`src/rtl/spi_pkg.sv`:
```
// Shared definitions for the SPI register-write message path: FSM encoding,
// command byte layout and error flag positions.
package spi_pkg;

    typedef enum logic [1:0] {
        ST_IDLE     = 2'd0,
        ST_CMD_DATA = 2'd1,
        ST_DISCARD  = 2'd2
    } state_e;

    localparam int CMD_WR_BIT   = 7;
    localparam int ADDR_W       = 7;
    localparam int IDX_W        = 2;   // up to four data bytes per message

    localparam int ERR_MISALIGN = 0;
    localparam int ERR_TIMEOUT  = 1;
    localparam int ERR_OVERRUN  = 2;

endpackage

```
`src/rtl/spi_frame_edge.sv`:
```
// Detects the end of an SPI slave-select frame and emits a one-cycle byte
// strobe one cycle after the registered rising edge of slave select.
module spi_frame_edge (
    input  logic i_clk,
    input  logic i_rst_n,
    input  logic i_ss,
    output logic o_strobe
);

    logic ss_d1_q, ss_d1_d;
    logic ss_d2_q, ss_d2_d;
    logic strobe_q, strobe_d;

    always_comb begin
        ss_d1_d  = i_ss;
        ss_d2_d  = ss_d1_q;
        strobe_d = ss_d1_q & ~ss_d2_q;
    end

    // History resets high so a frame-inactive slave select never looks like a rise.
    always_ff @(posedge i_clk or negedge i_rst_n) begin
        if (!i_rst_n) begin
            ss_d1_q  <= 1'b1;
            ss_d2_q  <= 1'b1;
            strobe_q <= 1'b0;
        end else begin
            ss_d1_q  <= ss_d1_d;
            ss_d2_q  <= ss_d2_d;
            strobe_q <= strobe_d;
        end
    end

    assign o_strobe = strobe_q;

endmodule

```
`src/rtl/spi_reg_ctrl.sv`:
```
// Assembles SPI bytes into command + data register-write messages and issues
// them to the register bank over a valid/ready handshake, flagging errors.
module spi_reg_ctrl
    import spi_pkg::*;
#(
    parameter int DATA_W      = 16,
    parameter int TIMEOUT_CYC = 65535,
    parameter int CNT_W       = 16
) (
    input  logic              i_sys_clk,
    input  logic              i_rst_n,
    input  logic              i_spi_ss,
    input  logic [7:0]        i_data,
    input  logic              i_data_load,
    input  logic              i_err_clr,
    output logic [6:0]        o_reg_addr,
    output logic [DATA_W-1:0] o_reg_data,
    output logic              o_reg_wr_valid,
    input  logic              i_reg_wr_ready,
    output logic              o_busy,
    output logic [2:0]        o_err
);

    localparam int NBYTES = DATA_W / 8;

    // Handshake: a write is offered while o_reg_wr_valid is high with address and
    // data held stable; it completes on the first cycle i_reg_wr_ready is also high.

    logic strobe;

    spi_frame_edge u_frame_edge (
        .i_clk    (i_sys_clk),
        .i_rst_n  (i_rst_n),
        .i_ss     (i_spi_ss),
        .o_strobe (strobe)
    );

    state_e              state_q, state_d;
    logic [IDX_W-1:0]    idx_q, idx_d;
    logic [ADDR_W-1:0]   addr_q, addr_d;
    logic [DATA_W-1:0]   shift_q, shift_d;
    logic [CNT_W-1:0]    tmo_q, tmo_d;
    logic [ADDR_W-1:0]   wr_addr_q, wr_addr_d;
    logic [DATA_W-1:0]   wr_data_q, wr_data_d;
    logic                wr_valid_q, wr_valid_d;
    logic [2:0]          err_q, err_d;

    logic                accept_byte;
    logic                misalign;
    logic                last_byte;
    logic                timeout_hit;
    logic                issue;
    logic                wr_accept;
    logic [DATA_W-1:0]   shift_next;

    always_comb begin
        accept_byte = strobe & i_data_load;
        misalign    = strobe & ~i_data_load;
        last_byte   = (idx_q == IDX_W'(NBYTES - 1));
        shift_next  = (shift_q << 8) | DATA_W'(i_data);
        // A byte strobe in the same cycle takes priority over the timeout.
        timeout_hit = (state_q != ST_IDLE) && (tmo_q == CNT_W'(TIMEOUT_CYC)) && !strobe;
        wr_accept   = wr_valid_q & i_reg_wr_ready;
    end

    // State register
    always_ff @(posedge i_sys_clk or negedge i_rst_n) begin
        if (!i_rst_n) begin
            state_q    <= ST_IDLE;
            idx_q      <= '0;
            addr_q     <= '0;
            shift_q    <= '0;
            tmo_q      <= '0;
            wr_addr_q  <= '0;
            wr_data_q  <= '0;
            wr_valid_q <= 1'b0;
            err_q      <= '0;
        end else begin
            state_q    <= state_d;
            idx_q      <= idx_d;
            addr_q     <= addr_d;
            shift_q    <= shift_d;
            tmo_q      <= tmo_d;
            wr_addr_q  <= wr_addr_d;
            wr_data_q  <= wr_data_d;
            wr_valid_q <= wr_valid_d;
            err_q      <= err_d;
        end
    end

    // Next-state: message sequencing
    always_comb begin
        state_d = state_q;
        idx_d   = idx_q;
        addr_d  = addr_q;
        shift_d = shift_q;
        issue   = 1'b0;
        if (misalign) begin
            state_d = ST_IDLE;
        end else if (accept_byte) begin
            case (state_q)
                ST_IDLE: begin
                    idx_d   = '0;
                    shift_d = '0;
                    if (i_data[CMD_WR_BIT]) begin
                        addr_d  = i_data[ADDR_W-1:0];
                        state_d = ST_CMD_DATA;
                    end else begin
                        state_d = ST_DISCARD;
                    end
                end
                ST_CMD_DATA: begin
                    shift_d = shift_next;
                    idx_d   = idx_q + IDX_W'(1);
                    if (last_byte) begin
                        state_d = ST_IDLE;
                        issue   = 1'b1;
                    end
                end
                ST_DISCARD: begin
                    idx_d = idx_q + IDX_W'(1);
                    if (last_byte) begin
                        state_d = ST_IDLE;
                    end
                end
                default: state_d = ST_IDLE;
            endcase
        end else if (timeout_hit) begin
            state_d = ST_IDLE;
        end
    end

    // Next-state: inter-byte timeout, write register and sticky errors
    always_comb begin
        if ((state_q == ST_IDLE) || accept_byte) begin
            tmo_d = '0;
        end else if (tmo_q != {CNT_W{1'b1}}) begin
            tmo_d = tmo_q + CNT_W'(1);
        end else begin
            tmo_d = tmo_q;
        end

        wr_addr_d  = wr_addr_q;
        wr_data_d  = wr_data_q;
        wr_valid_d = wr_valid_q;
        err_d      = i_err_clr ? 3'b000 : err_q;

        // Accepting the old write frees the slot for a same-cycle issue.
        if (issue && (!wr_valid_q || wr_accept)) begin
            wr_addr_d  = addr_q;
            wr_data_d  = shift_next;
            wr_valid_d = 1'b1;
        end else begin
            if (wr_accept) begin
                wr_valid_d = 1'b0;
            end
            if (issue) begin
                err_d[ERR_OVERRUN] = 1'b1;
            end
        end
        if (misalign) begin
            err_d[ERR_MISALIGN] = 1'b1;
        end
        if (timeout_hit) begin
            err_d[ERR_TIMEOUT] = 1'b1;
        end
    end

    // Outputs
    always_comb begin
        o_busy         = (state_q != ST_IDLE) | wr_valid_q;
        o_reg_addr     = wr_addr_q;
        o_reg_data     = wr_data_q;
        o_reg_wr_valid = wr_valid_q;
        o_err          = err_q;
    end

endmodule

```
`config.mk`:
```
export PLATFORM = sky130hd
export DESIGN_NAME = spi_reg_ctrl
export DESIGN_NICKNAME = d
export VERILOG_FILES = /design/src/rtl/spi_pkg.sv /design/src/rtl/spi_frame_edge.sv /design/src/rtl/spi_reg_ctrl.sv
export SDC_FILE = /design/constraint.sdc
export NUM_CORES = 1
export LEC_CHECK = 0
export CORE_ASPECT_RATIO = 1.75
export CORE_MARGIN = 4
export CORE_UTILIZATION = 37
export DETAILED_ROUTE_END_ITERATION = 10
export MAX_ROUTING_LAYER = met4
export SYNTH_ARGS = -nofsm -noshare
export SYNTH_HDL_FRONTEND = slang
export SYNTH_SLANG_ARGS = --single-unit
```
`constraint.sdc`:
```
create_clock -name i_sys_clk -period 2.15 [get_ports i_sys_clk]
set_clock_uncertainty 0.2 [all_clocks]
set_input_delay 0.43 -clock i_sys_clk [delete_from_list [all_inputs] [get_ports i_sys_clk]]
set_output_delay 0.43 -clock i_sys_clk [all_outputs]
set_load 0.01 [all_outputs]
```
==> impl_results.md <==
- Mapped cell area: 0.00278 mm2
- Initial antenna violation count: 0
- First-pass GRT wire length: 10.2 mm
- CTS tree: yes
- Grt ovf: 0
- LEAKAGE: 1.69 nW
- DPL Wire Length: 4.10 mm
- Root Driver: clkbuf_16
- Dpl ws: -33.8 ps
- FFs w/ async S/R, synth: 100%
- WS Path Type: reg -> out
- Share of the synthesized area in the top cell type: 56.7%
- Synth area leaders: dfrtp_1, mux2_2, a22o_1, ha_1, dfstp_2
- Slew margin rel.: 71.3%
- Maximum clock rate: 505 MHz
- Most frequent cell after synthesis: dfrtp_1
- Residual DRC count: 0
- CTS Buf Count: 9
- PortBufs: 41
- Area of the core: 0.00728 mm2
- Peak supply drop: 0.632 mV
- # IOs: 42
- Skew-Pair Late Insertion Delay: 330 ps
- Total GRT Usage: 15.5%
- Hold WS: 162 ps
- Syn_nets: 244
- DR WL/cell: 15.7 um
- Seq cells post-synth: 65
- DIE WIDTH: 73.6 um
- FP Rows: 41
- Final hold vios: 0
- Avg Cell Area, Syn: 12.4 um2
- Commonest cells in the netlist: dfrtp_1, mux2_2, inv_1
- Via count: 2041
- Clock sinks: 65
- RSZ-0062 raised after global routing: false
- Final WL: 6.01 mm
- Die Ht: 123 um
- Clock slew at reported path FFs: 50 ps
- Post-route clock period utilization: 92.1%
- Antenna cells: 0
- Slew at the pin closest to its max-slew limit: 427 ps
- CTS Buffer Depth: 2
- Power consumption: 3.67 mW
- Avg Vias per Cell: 5.32
- Max Slew Vio Count: 0
- Max_cap viols: 0
- Vias in the first global route: 2182
- Iteration count of the initial detailed-routing pass: 4
- Largest net degree at the start of global routing: 66
- Htree depth: 3
- Power per cell area: 969 mW/mm2
- Seq/Total Area, Yosys: 58.5%
- Final setup margin: 170 ps
- Worst EP arrival: 1350 ps
- Leading area contributor after synthesis: dfrtp_1
- Req. time, crit path: 1520 ps
- Nature of the critical path endpoint: output port
- Final setup viols: 0
- EDFF count, synth: 0
- Yosys cell types: 42
- Final worst path period need: 1980 ps
- DR iter-0 viols: 78
- Cell Count, Final, Fillers Out: 384
- Post-synthesis cell count: 225
- Ys Warns: 0
- Outcome: complete, no violations
- Min-Delay Path Class: reg -> reg
- GPL Wtd Cong: 0.772
- Starting Density: 38.2%
- Layout net count: 312
- Layout cells sized above 1: 25.8%
- Final Core Density: 52.0%
- Dominant synthesized flop cell: dfrtp_1
- Routed Antenna Nets: 0
- Die area: 0.00903 mm2
- Area growth syn-to-layout: 36.0%
- Placed instance count: 366
- Worst Setup Start Kind: flip-flop
- Crit path max fanout: 3
-- power breakdown --
part	switching (mW)	total, mW	internal [mW]	leakage, nW
Clock	0.507	1.46	0.957	0.150
Sequential	0.0983	1.51	1.41	0.878
Combinational	0.305	0.693	0.387	0.662
-- cells in the final DEF, fill, tap and decap left out, types with 2 or more instances in the layout --
| cell type | count |
|---|---|
| o21ai_0 | 10 |
| mux2_2 | 30 |
| o311ai_0 | 2 |
| nand2b_1 | 5 |
| a22o_1 | 8 |
| clkinv_2 | 2 |
| and4_1 | 2 |
| nand3_1 | 4 |
| o211ai_1 | 2 |
| a211oi_1 | 2 |
| o22ai_1 | 4 |
| o31ai_1 | 2 |
| clkbuf_16 | 9 |
| nand4_1 | 5 |
| dfstp_2 | 2 |
| a21oi_1 | 6 |
| or3_1 | 2 |
| nor4_1 | 3 |
| a31oi_1 | 2 |
| clkdlybuf4s50_1 | 39 |
| ha_1 | 5 |
| o41ai_1 | 3 |
| buf_4 | 22 |
| o21a_1 | 2 |
| and3_1 | 2 |
| or4_1 | 3 |
| nand2_1 | 10 |
| nor2_1 | 10 |
| inv_1 | 11 |
| clkbuf_8 | 2 |
| xnor2_1 | 2 |
| buf_12 | 3 |
| mux2i_1 | 2 |
| clkbuf_1 | 2 |
| dfrtp_1 | 63 |
-- worst paths after layout --
| kind | from | to | slack, ps | depth (start not counted) |
|---|---|---|---|---|
| min in group asynchronous | i_rst_n | idx_q[0]$_DFFE_PN0P_ | 430 | 3 |
| min | u_frame_edge.ss_d1_q$_DFF_PN1_ | u_frame_edge.ss_d2_q$_DFF_PN1_ | 160 | 0 |
| min reg2reg | u_frame_edge.ss_d1_q$_DFF_PN1_ | u_frame_edge.ss_d2_q$_DFF_PN1_ | 160 | 0 |
| max | state_q[1]$_DFFE_PN0P_ | o_busy | 170 | 4 |
| max in group asynchronous | i_rst_n | u_frame_edge.ss_d1_q$_DFF_PN1_ | 1010 | 3 |
| max reg2reg | tmo_q[3]$_DFFE_PN0P_ | tmo_q[15]$_DFFE_PN0P_ | 170 | 4 |
-- per-layer routing --
layer / global-route usage [%] / part of all wire (%)
met4: 6.46 / 1.7
met5: - / 0
met2: 23.7 / 50
met1: 18.8 / 43
met3: 4.75 / 5.1
-- cell families (layout without fill, tap and decap cells) --
group,count (synthesis),in the layout,share of synthesized area (%)
muxes,32,32,12.9
xor gates and xnor gates,2,2,0.630
AOI/OAI and AO/OA,45,45,11.2
DFF,65,65,58.5
and+or+nand+nor,55,55,11.3
buffers and inverters,21,94,3.28
adders and majority gates,5,5,2.25
-- repair_timing --
item                                    4_1_cts  5_1_grt
buffers inserted                              1        0
gates resized for setup                       1        1
endpoints found under the setup margin        1        2
gates cloned                                  0        0
hold endpoints to repair                     63        0
pin swaps                                     0        0
hold buffers                                  1        0
-- final cells by class --
class	count	area, um2
fill	664	3500
clock buffer	13	260
clock inverter	3	40.0
sequential	65	1630
multi-input combinational	139	1070
inverter	11	41.3
tap	86	108
timing repair buffer	67	639
-- registers in the layout, summed over array words and instances, names as in the netlist --
name	count
o_reg_data	16
idx_q	2
o_reg_wr_valid	1
o_reg_addr	7
u_frame_edge.ss_d1_q	1
shift_q	8
tmo_q	16
o_err	3
state_q	2
addr_q	7
u_frame_edge.o_strobe	1
u_frame_edge.ss_d2_q	1
-- worst max-delay path, cell delays in order, from the launching register on --
cell and delay, ps:
dfrtp_1 390, inv_1 110, ha_1 180, nand2b_1 60, dlygate4sd2_1 280
-- per-stage QoR --
step	area, um2	TNS (ps)
after floorplan	2780	0
final	3780	0
after global placement	3460	-536
after global routing	3780	0
after detailed placement	3460	-516
after CTS	3780	0
(Power assumes the default switching activity.)
